## config.mk

```make
export PLATFORM = sky130hd
export DESIGN_NAME = fifo_uart_tx
export DESIGN_NICKNAME = d
export VERILOG_FILES = /design/src/rtl/fifo_uart_tx.sv
export SDC_FILE = /design/constraint.sdc
export NUM_CORES = 1
export LEC_CHECK = 0
export BUFFER_PORTS_ARGS = -buffer_cell sky130_fd_sc_hd__buf_2
export CORE_UTILIZATION = 38
export CTS_BUF_LIST = sky130_fd_sc_hd__clkbuf_16
export DETAILED_ROUTE_END_ITERATION = 6
export GPL_TIMING_DRIVEN = 0
export SYNTH_ARGS = -nofsm -noshare
export SYNTH_HDL_FRONTEND = slang
export SYNTH_SLANG_ARGS = --single-unit
```

## constraint.sdc

```tcl
create_clock -name clk -period 2 [get_ports clk]
set_clock_uncertainty 0.15 [all_clocks]
set_input_delay 0.4 -clock clk [delete_from_list [all_inputs] [get_ports clk]]
set_output_delay 0.4 -clock clk [all_outputs]
set_load 0.01 [all_outputs]
```

## src/rtl/fifo_uart_tx.sv

```systemverilog
// ---------------------------------------------------------------------------
// fifo_uart_tx
//
// Serial transmitter that drains bytes from a show-ahead FIFO and sends each
// one as an 8N1 frame (or 8E1 when PARITY_EN=1): start bit, eight data bits
// LSB first, optional even-parity bit, stop bit. Every bit lasts
// CLKS_PER_BIT clock cycles.
//
// Parameters
//   CLKS_PER_BIT  clock cycles per serial bit (2..65535)
//   PARITY_EN     1 inserts an even-parity bit after the data bits
//
// Ports
//   clk      in   single clock, rising edge
//   rst      in   synchronous active-high reset; aborts any frame in flight
//   empty    in   upstream FIFO empty flag
//   rdata    in   upstream FIFO head byte, valid whenever empty=0
//   rinc     out  FIFO pop request (combinational)
//   txd      out  serial line, idle high (registered)
//   busy     out  high while a frame is in progress (registered)
//   tx_done  out  one-cycle pulse on the last cycle of each frame (registered)
// ---------------------------------------------------------------------------
module fifo_uart_tx #(
    parameter int CLKS_PER_BIT = 16,
    parameter int PARITY_EN    = 0
) (
    input  logic       clk,
    input  logic       rst,
    input  logic       empty,
    input  logic [7:0] rdata,
    output logic       rinc,
    output logic       txd,
    output logic       busy,
    output logic       tx_done
);

    localparam int               CNT_W    = $clog2(CLKS_PER_BIT);
    localparam logic [CNT_W-1:0] CNT_LAST = CNT_W'(CLKS_PER_BIT - 1);
    localparam logic [CNT_W-1:0] CNT_ONE  = CNT_W'(1);

    typedef enum logic [2:0] {
        S_IDLE,
        S_START,
        S_DATA,
        S_PARITY,
        S_STOP
    } state_t;

    state_t           state_reg, state_next;
    logic [CNT_W-1:0] cnt_reg, cnt_next;
    logic [2:0]       idx_reg, idx_next;
    logic [7:0]       data_reg, data_next;
    logic             txd_reg, txd_next;
    logic             busy_reg, busy_next;
    logic             done_reg, done_next;
    logic             bit_end;

    assign bit_end = (cnt_reg == CNT_LAST);

    // Popping only from IDLE guarantees at most one pop per frame, and the
    // reset term keeps the FIFO untouched while the block is being reset.
    assign rinc = (state_reg == S_IDLE) && !empty && !rst;

    assign txd     = txd_reg;
    assign busy    = busy_reg;
    assign tx_done = done_reg;

    // ------------------------------------------------------------------
    // State register
    // ------------------------------------------------------------------
    always_ff @(posedge clk) begin
        if (rst) begin
            state_reg <= S_IDLE;
            cnt_reg   <= '0;
            idx_reg   <= '0;
            txd_reg   <= 1'b1;
            busy_reg  <= 1'b0;
            done_reg  <= 1'b0;
        end else begin
            state_reg <= state_next;
            cnt_reg   <= cnt_next;
            idx_reg   <= idx_next;
            txd_reg   <= txd_next;
            busy_reg  <= busy_next;
            done_reg  <= done_next;
        end
        // The latched byte is meaningless outside a frame, so it needs no reset.
        data_reg <= data_next;
    end

    // ------------------------------------------------------------------
    // Next-state logic
    // ------------------------------------------------------------------
    always_comb begin
        state_next = state_reg;
        cnt_next   = cnt_reg;
        idx_next   = idx_reg;
        data_next  = data_reg;

        case (state_reg)
            S_IDLE: begin
                if (rinc) begin
                    state_next = S_START;
                    cnt_next   = '0;
                    idx_next   = '0;
                    data_next  = rdata;
                end
            end

            S_START: begin
                if (bit_end) begin
                    state_next = S_DATA;
                    cnt_next   = '0;
                    idx_next   = '0;
                end else begin
                    cnt_next = cnt_reg + CNT_ONE;
                end
            end

            S_DATA: begin
                if (bit_end) begin
                    cnt_next = '0;
                    if (idx_reg == 3'd7) begin
                        state_next = (PARITY_EN != 0) ? S_PARITY : S_STOP;
                    end else begin
                        idx_next = idx_reg + 3'd1;
                    end
                end else begin
                    cnt_next = cnt_reg + CNT_ONE;
                end
            end

            S_PARITY: begin
                if (bit_end) begin
                    state_next = S_STOP;
                    cnt_next   = '0;
                end else begin
                    cnt_next = cnt_reg + CNT_ONE;
                end
            end

            S_STOP: begin
                if (bit_end) begin
                    state_next = S_IDLE;
                    cnt_next   = '0;
                end else begin
                    cnt_next = cnt_reg + CNT_ONE;
                end
            end

            default: begin
                state_next = S_IDLE;
                cnt_next   = '0;
                idx_next   = '0;
            end
        endcase
    end

    // ------------------------------------------------------------------
    // Output logic: decoded from the next state so the registered outputs
    // line up with the state they describe.
    // ------------------------------------------------------------------
    always_comb begin
        txd_next  = 1'b1;
        busy_next = (state_next != S_IDLE);
        done_next = (state_next == S_STOP) && (cnt_next == CNT_LAST);

        case (state_next)
            S_START:  txd_next = 1'b0;
            S_DATA:   txd_next = data_next[idx_next];
            S_PARITY: txd_next = ^data_next;       // even parity
            default:  txd_next = 1'b1;
        endcase
    end

endmodule
```

==> impl_metrics.tcl, run 1 <==
set metrics [dict create \
    grt_use_total_pct 17.3 \
    synth_top_family_by_area "simple AND/OR/NAND/NOR gates" \
    ys_seq_area_share_pct 33.1 \
    drc 0 \
    synthArstFlopShare_pct 0 \
    leakage_nw 0.664 \
    rows 20 \
    viasPerCell 5.35 \
    power.total_mw 1.21 \
    globalRouteOverflowTotal 0 \
    min_path_type "in -> reg" \
    maxCapViolCount 0 \
    grt-busiest-layer "met2" \
    fin_ws_ns -0.0386 \
    drive_gt1_share_pct 38.9 \
    setup_viol 1 \
    detail_route.wl_per_cell_um 14.0 \
    synth-edff-count 0 \
    yosysWarnings 0 \
    clk_latency_ns 0.25 \
    placed_cell_area_um2 1440 \
    initial_core_util_pct 40.9 \
    dp.cells 191 \
    final_cell_mix "15 x buf_2, 14 x xnor2_1, 14 x dfxtp_1, 12 x nor2_1" \
    synth_xor_area_share_pct 11.7 \
    first_global_vias 1026 \
    synth_fa_ha_area_share_pct 1.97 \
    dp_slack_ns -0.248 \
    status "finished, violations left" \
    slew_headroom_pct 67.2 \
    startpoint_type "register" \
    firstDrtPassIters 4 \
    crit_type "reg -> reg" \
    worstPathCellList "ha_4 -> and2_4 -> o211a_1 -> a211oi_4 -> buf_6 -> mux2_4 -> a2bb2oi_2 -> a31oi_1" \
    violations "setup timing" \
    routed-via-count 1076 \
    multi_input_area_um2 893 \
    gp_routability_congestion 0.828 \
    rsz0062_at_grt "true" \
    finish.instance_area_um2 1630 \
    crit_slowest_cell "dfxtp_4" \
    worstHoldPathCells 2 \
    worstRegToRegCells 8 \
    grt_max_degree 13 \
    ctsHoldBuffers 0 \
    largest_reg_flops 8 \
    synthCells 133 \
    finalHoldViolCount 0 \
    hp-start "rdata[5]" \
    hold_ws_ns 0.264 \
    nNetsFinal 171 \
    cts_sinks 21 \
    cp_data_required_time_ns 1.98 \
    yosys.cell_types.count 46 \
    yosys_register_bits 21 \
    cts_max_level 1 \
    drv_slew 0 \
    met3_usage_pct 1.30 \
    synth_compound_area_share_pct 19.0 \
    ctsLongestPathBuffers 2 \
    dieArea_um2 3580 \
    core_area_um2 3100 \
    synth_ff_type "dfxtp_1" \
    hpwl_mm 1.99 \
    area_growth_pct 28.7 \
    grt_pass1_wl_mm 4.62 \
    gr-usage-met1_pct 22.2 \
    r2r-start "idx_reg[0]" \
    fin_setup_tns_ns -0.0386 \
    antenna_left 0 \
    layout_min_cycle_time_ns 2.04 \
    fillers 306 \
    post-route-util_pct 52.7 \
    syn_area_um2 1270 \
    cts_inserted_buffers 3 \
    portBuffers 14 \
    synth_fp_nets 146 \
    die_h_um 59.8 \
    period_share_pct 102 \
    whs_endpoint "data_reg[5]" \
    tightest_slew_ns 0.492 \
    syn_avg_cell_area_um2 9.55 \
    path_clk_slew_ns 0.06 \
    max_freq_mhz 491 \
    r2r-end "txd" \
    final_common_cell "buf_2" \
    dieWidth_um 59.8 \
    synthMuxAreaShare_pct 10.8 \
    critPathMaxFanout 6 \
    synth-simple-area-share_pct 19.7 \
    layoutNonFillerInstCount 201 \
    reg2reg_slack_ns -0.04 \
    grt_antenna_before_repair 0 \
    drt_iter0_markers 30 \
    cts_tree "done" \
    clockRootBuffer "clkbuf_16" \
    irDropWorstVdd_v 0.000468 \
    final-seq-area_um2 437 \
    worstPathArrival_ns 2.02 \
    cpPeakStageDelay_ns 0.35 \
    io_pins 15 \
    grt_use_met2_pct 28.7 \
    antennaDiodeCount 0 \
    cp-end-kind "register" \
    power.density_nw_per_um2 740 \
    routed_wl_mm 2.82 \
]
[metal layers]
metal  routed length (um)  vias up
met3                   78        5
met4                   39        0
met1                 1370      520
met5                    0        -
met2                 1340       24
li1                     -      527
[cell families (layout without fill, tap and decap cells)]
family / count (synthesis) / in the layout
AND/OR/NAND/NOR: 42 / 42
AO/OA/AOI/OAI: 31 / 31
flip-flops: 21 / 21
XOR/XNOR: 17 / 17
multiplexers: 12 / 12
buffers and inverters: 8 / 32
adder cells (fa/ha/maj): 2 / 2
[critical path: cells and delay by family, from the launching register on]
kind,cells,cell delay (ns)
adders and majority gates,1,0.15
DFF,1,0.35
buffers and inverters,1,0.16
AOI/OAI and AO/OA,4,0.63
and+or+nand+nor,1,0.15
muxes,1,0.31
[final cells by class]
| type | count | area share [%] |
|---|---|---|
| Clock inverter | 1 | 0.306 |
| Clock buffer | 3 | 4.59 |
| Inverter | 2 | 0.459 |
| Sequential cell | 21 | 26.7 |
| Buffer | 5 | 2.14 |
| Tap cell | 44 | 3.37 |
| Timing Repair Buffer | 21 | 7.73 |
| Multi-Input combinational cell | 104 | 54.7 |
[cell usage after synthesis (2+ instances only)]
master    count  area share, %
and3_1        2           0.99
o21ai_0       4            1.6
xnor2_1      14            9.7
mux2_2       10            8.9
ha_1          2            2.0
inv_1         2           0.59
a211oi_1      2            1.2
nand2_1       5            1.5
o211a_1       2            1.6
nor2b_1       3            1.5
a21o_1        2            1.2
clkbuf_1      3           0.89
a21oi_1       7            2.8
nor3_1        2           0.79
dfxtp_1      21             33
a31oi_1       3            1.5
nand3_1       5            2.0
buf_6         2            1.8
xor2_1        3            2.1
nand4b_1      2            1.4
nor2_1       12            3.5
[worst max path at each step]
| stage | cells after the start | to | startpoint |
|---|---|---|---|
| final | 8 | txd | idx_reg[0] |
| after global routing | 8 | txd | idx_reg[0] |
| after CTS | 8 | txd | cnt_reg[1] |
| after detailed placement | 7 | txd | cnt_reg[0] |
| after global placement | 7 | txd | cnt_reg[0] |
| after floorplan | 7 | txd | idx_reg[0] |
[what timing repair did]
item                                    CTS  global route
endpoints found under the setup margin    2             3
resized for setup                        10             5
setup buffers                             6             1
pin swaps                                 3             7
gates cloned                              0             0
[where the power goes]
group	switching, mW	total, mW	internal, mW
clock network	0.161	0.429	0.269
logic	0.133	0.298	0.164
registers	0.0266	0.483	0.456
total	0.321	1.21	0.889
Note: power is estimated with default switching activity, not from simulation.
==> inputs of run 2 (changes only) <==
--- a/config.mk
+++ b/config.mk
@@ -6,10 +6,11 @@
 export NUM_CORES = 1
 export LEC_CHECK = 0
 export BUFFER_PORTS_ARGS = -buffer_cell sky130_fd_sc_hd__buf_2
-export CORE_UTILIZATION = 38
+export CORE_UTILIZATION = 45
 export CTS_BUF_LIST = sky130_fd_sc_hd__clkbuf_16
 export DETAILED_ROUTE_END_ITERATION = 6
 export GPL_TIMING_DRIVEN = 0
+export PLACE_DENSITY = 0.67
 export SYNTH_ARGS = -nofsm -noshare
 export SYNTH_HDL_FRONTEND = slang
 export SYNTH_SLANG_ARGS = --single-unit
==> run 2 against run 1 <==
The flow still finishes with violations (setup timing). Largest power group unchanged. Hold slack got worse by 0.0078 ns. Non-clock buffer count fell by 2. Flip-flop and latch count did not move. Register-to-register slack barely moved. Critical path type unchanged. Die area fell by 15%. Core utilization rose by 9.2 points. Count of clock-buffer cells in the layout did not move. First-iteration DRC count fell by 27%. Cell count fell by 8.0%.
==> impl_metrics.tcl, run 2 (synthesis gave the netlist of run 1 again) <==
set metrics [dict create \
    status "finished, violations left" \
    globalRouteOverflowTotal 0 \
    hpwl_mm 1.94 \
    cts_inserted_buffers 3 \
    post-route-util_pct 61.8 \
    worstRegToRegCells 8 \
    path_clk_slew_ns 0.06 \
    setup_viol 1 \
    cts_max_level 1 \
    finalHoldViolCount 0 \
    first_global_vias 954 \
    leakage_nw 0.650 \
    detail_route.wl_per_cell_um 14.2 \
    dieArea_um2 3040 \
    grt_max_degree 12 \
    initial_core_util_pct 49.5 \
    crit_type "reg -> reg" \
    startpoint_type "register" \
    viasPerCell 5.81 \
    layout_min_cycle_time_ns 2.05 \
    routed-via-count 1075 \
    largest_reg_flops 8 \
    routed_wl_mm 2.63 \
    grt_antenna_before_repair 0 \
    drive_gt1_share_pct 35.5 \
    drt_iter0_markers 22 \
    clockRootBuffer "clkbuf_16" \
    worstHoldPathCells 2 \
    finish.instance_area_um2 1590 \
    hold_ws_ns 0.256 \
    placed_cell_area_um2 1420 \
    firstDrtPassIters 4 \
    area_growth_pct 25.0 \
    dp_slack_ns -0.202 \
    drv_slew 0 \
    antennaDiodeCount 0 \
    nNetsFinal 169 \
    tightest_slew_ns 0.451 \
    dieWidth_um 55.1 \
    grt_use_total_pct 20.7 \
    cts_tree "done" \
    cp-end-kind "register" \
    fin_ws_ns -0.0460 \
    period_share_pct 102 \
    worstPathArrival_ns 2.03 \
    clk_latency_ns 0.26 \
    maxCapViolCount 0 \
    min_path_type "in -> reg" \
    violations "setup timing" \
    rows 18 \
    gp_routability_congestion 0.836 \
    drc 0 \
    ctsHoldBuffers 0 \
    io_pins 15 \
    rsz0062_at_grt "true" \
    die_h_um 55.1 \
    dp.cells 177 \
    cp_data_required_time_ns 1.99 \
    layoutNonFillerInstCount 185 \
    ctsLongestPathBuffers 2 \
    power.density_nw_per_um2 756 \
    final_common_cell "dfxtp_1" \
    max_freq_mhz 489 \
    cts_sinks 21 \
    portBuffers 14 \
    core_area_um2 2570 \
    slew_headroom_pct 69.9 \
    irDropWorstVdd_v 0.000697 \
    final_cell_mix "16 x dfxtp_1, 15 x buf_2, 14 x xnor2_1, 12 x nor2_1, 8 x mux2_2" \
    antenna_left 0 \
    fillers 221 \
    grt_pass1_wl_mm 4.32 \
    critPathMaxFanout 5 \
]
-- run 2: cell types whose count changed in the layout (fill, tap and decap cells not counted), sizes merged --
cell / previous run / this run
inv: 2 / 3
clkinv: 1 / 0
buf: 24 / 22
-- run 2: critical path, stage by stage, from the launching register on --
cell and delay [ns]:
dfxtp_4 0.36, ha_4 0.16, nand4b_1 0.16, o2bb2ai_4 0.20, a211oi_4 0.22, buf_6 0.16, mux2_4 0.31, a2bb2oi_2 0.11
a31oi_1 0.09
-- run 2: layer usage --
metal / global-route usage [%] / routed length (um)
met5: 0 / 0
met3: 4.10 / 118
met1: 24.8 / 1160
met2: 35.7 / 1310
met4: 8.75 / 50
-- run 2: what timing repair did --
item	in CTS	in global routing
gates resized for setup	10	1
hold endpoints to repair	0	0
pin swaps	4	5
gates cloned	0	0
setup endpoints to repair	2	2
buffers inserted	5	0
-- run 2: path summary, 6_finish.rpt --
kind | end | start | slack (ns)
hold reg to reg | data_reg[1] | data_reg[1] | 0.38
setup / recovery | txd | cnt_reg[1] | -0.05
setup reg to reg | txd | cnt_reg[1] | -0.05
hold / removal | data_reg[5] | rdata[5] | 0.26
-- run 2: final cells by class --
class                   count  area [um2]  share of cell area, %
clock inverters             1        3.75                  0.236
flip-flops and latches     21         434                   27.3
multi-input cells         104         883                   55.6
clock buffers               3        75.1                   4.73
repair buffers             19         111                   7.01
well taps                  30        37.5                   2.36
plain buffers               5        35.0                   2.21
inverters                   2        7.51                  0.473
-- run 2: report_power, final --
group,switching (mW),total [mW],internal [mW],leakage (nW)
logic,0.131,0.293,0.162,0.431
clock network,0.157,0.424,0.267,0.0423
registers,0.0271,0.484,0.457,0.176
total,0.315,1.20,0.885,0.650
-- run 2: metrics by stage --
step / power [mW] / TNS (ns)
after detailed placement: 0.781 / -0.202
after floorplan: 0.721 / 0
final: 1.20 / -0.0460
after CTS: 1.21 / -0.0574
after global routing: 1.25 / -0.139
after global placement: 0.772 / -0.183
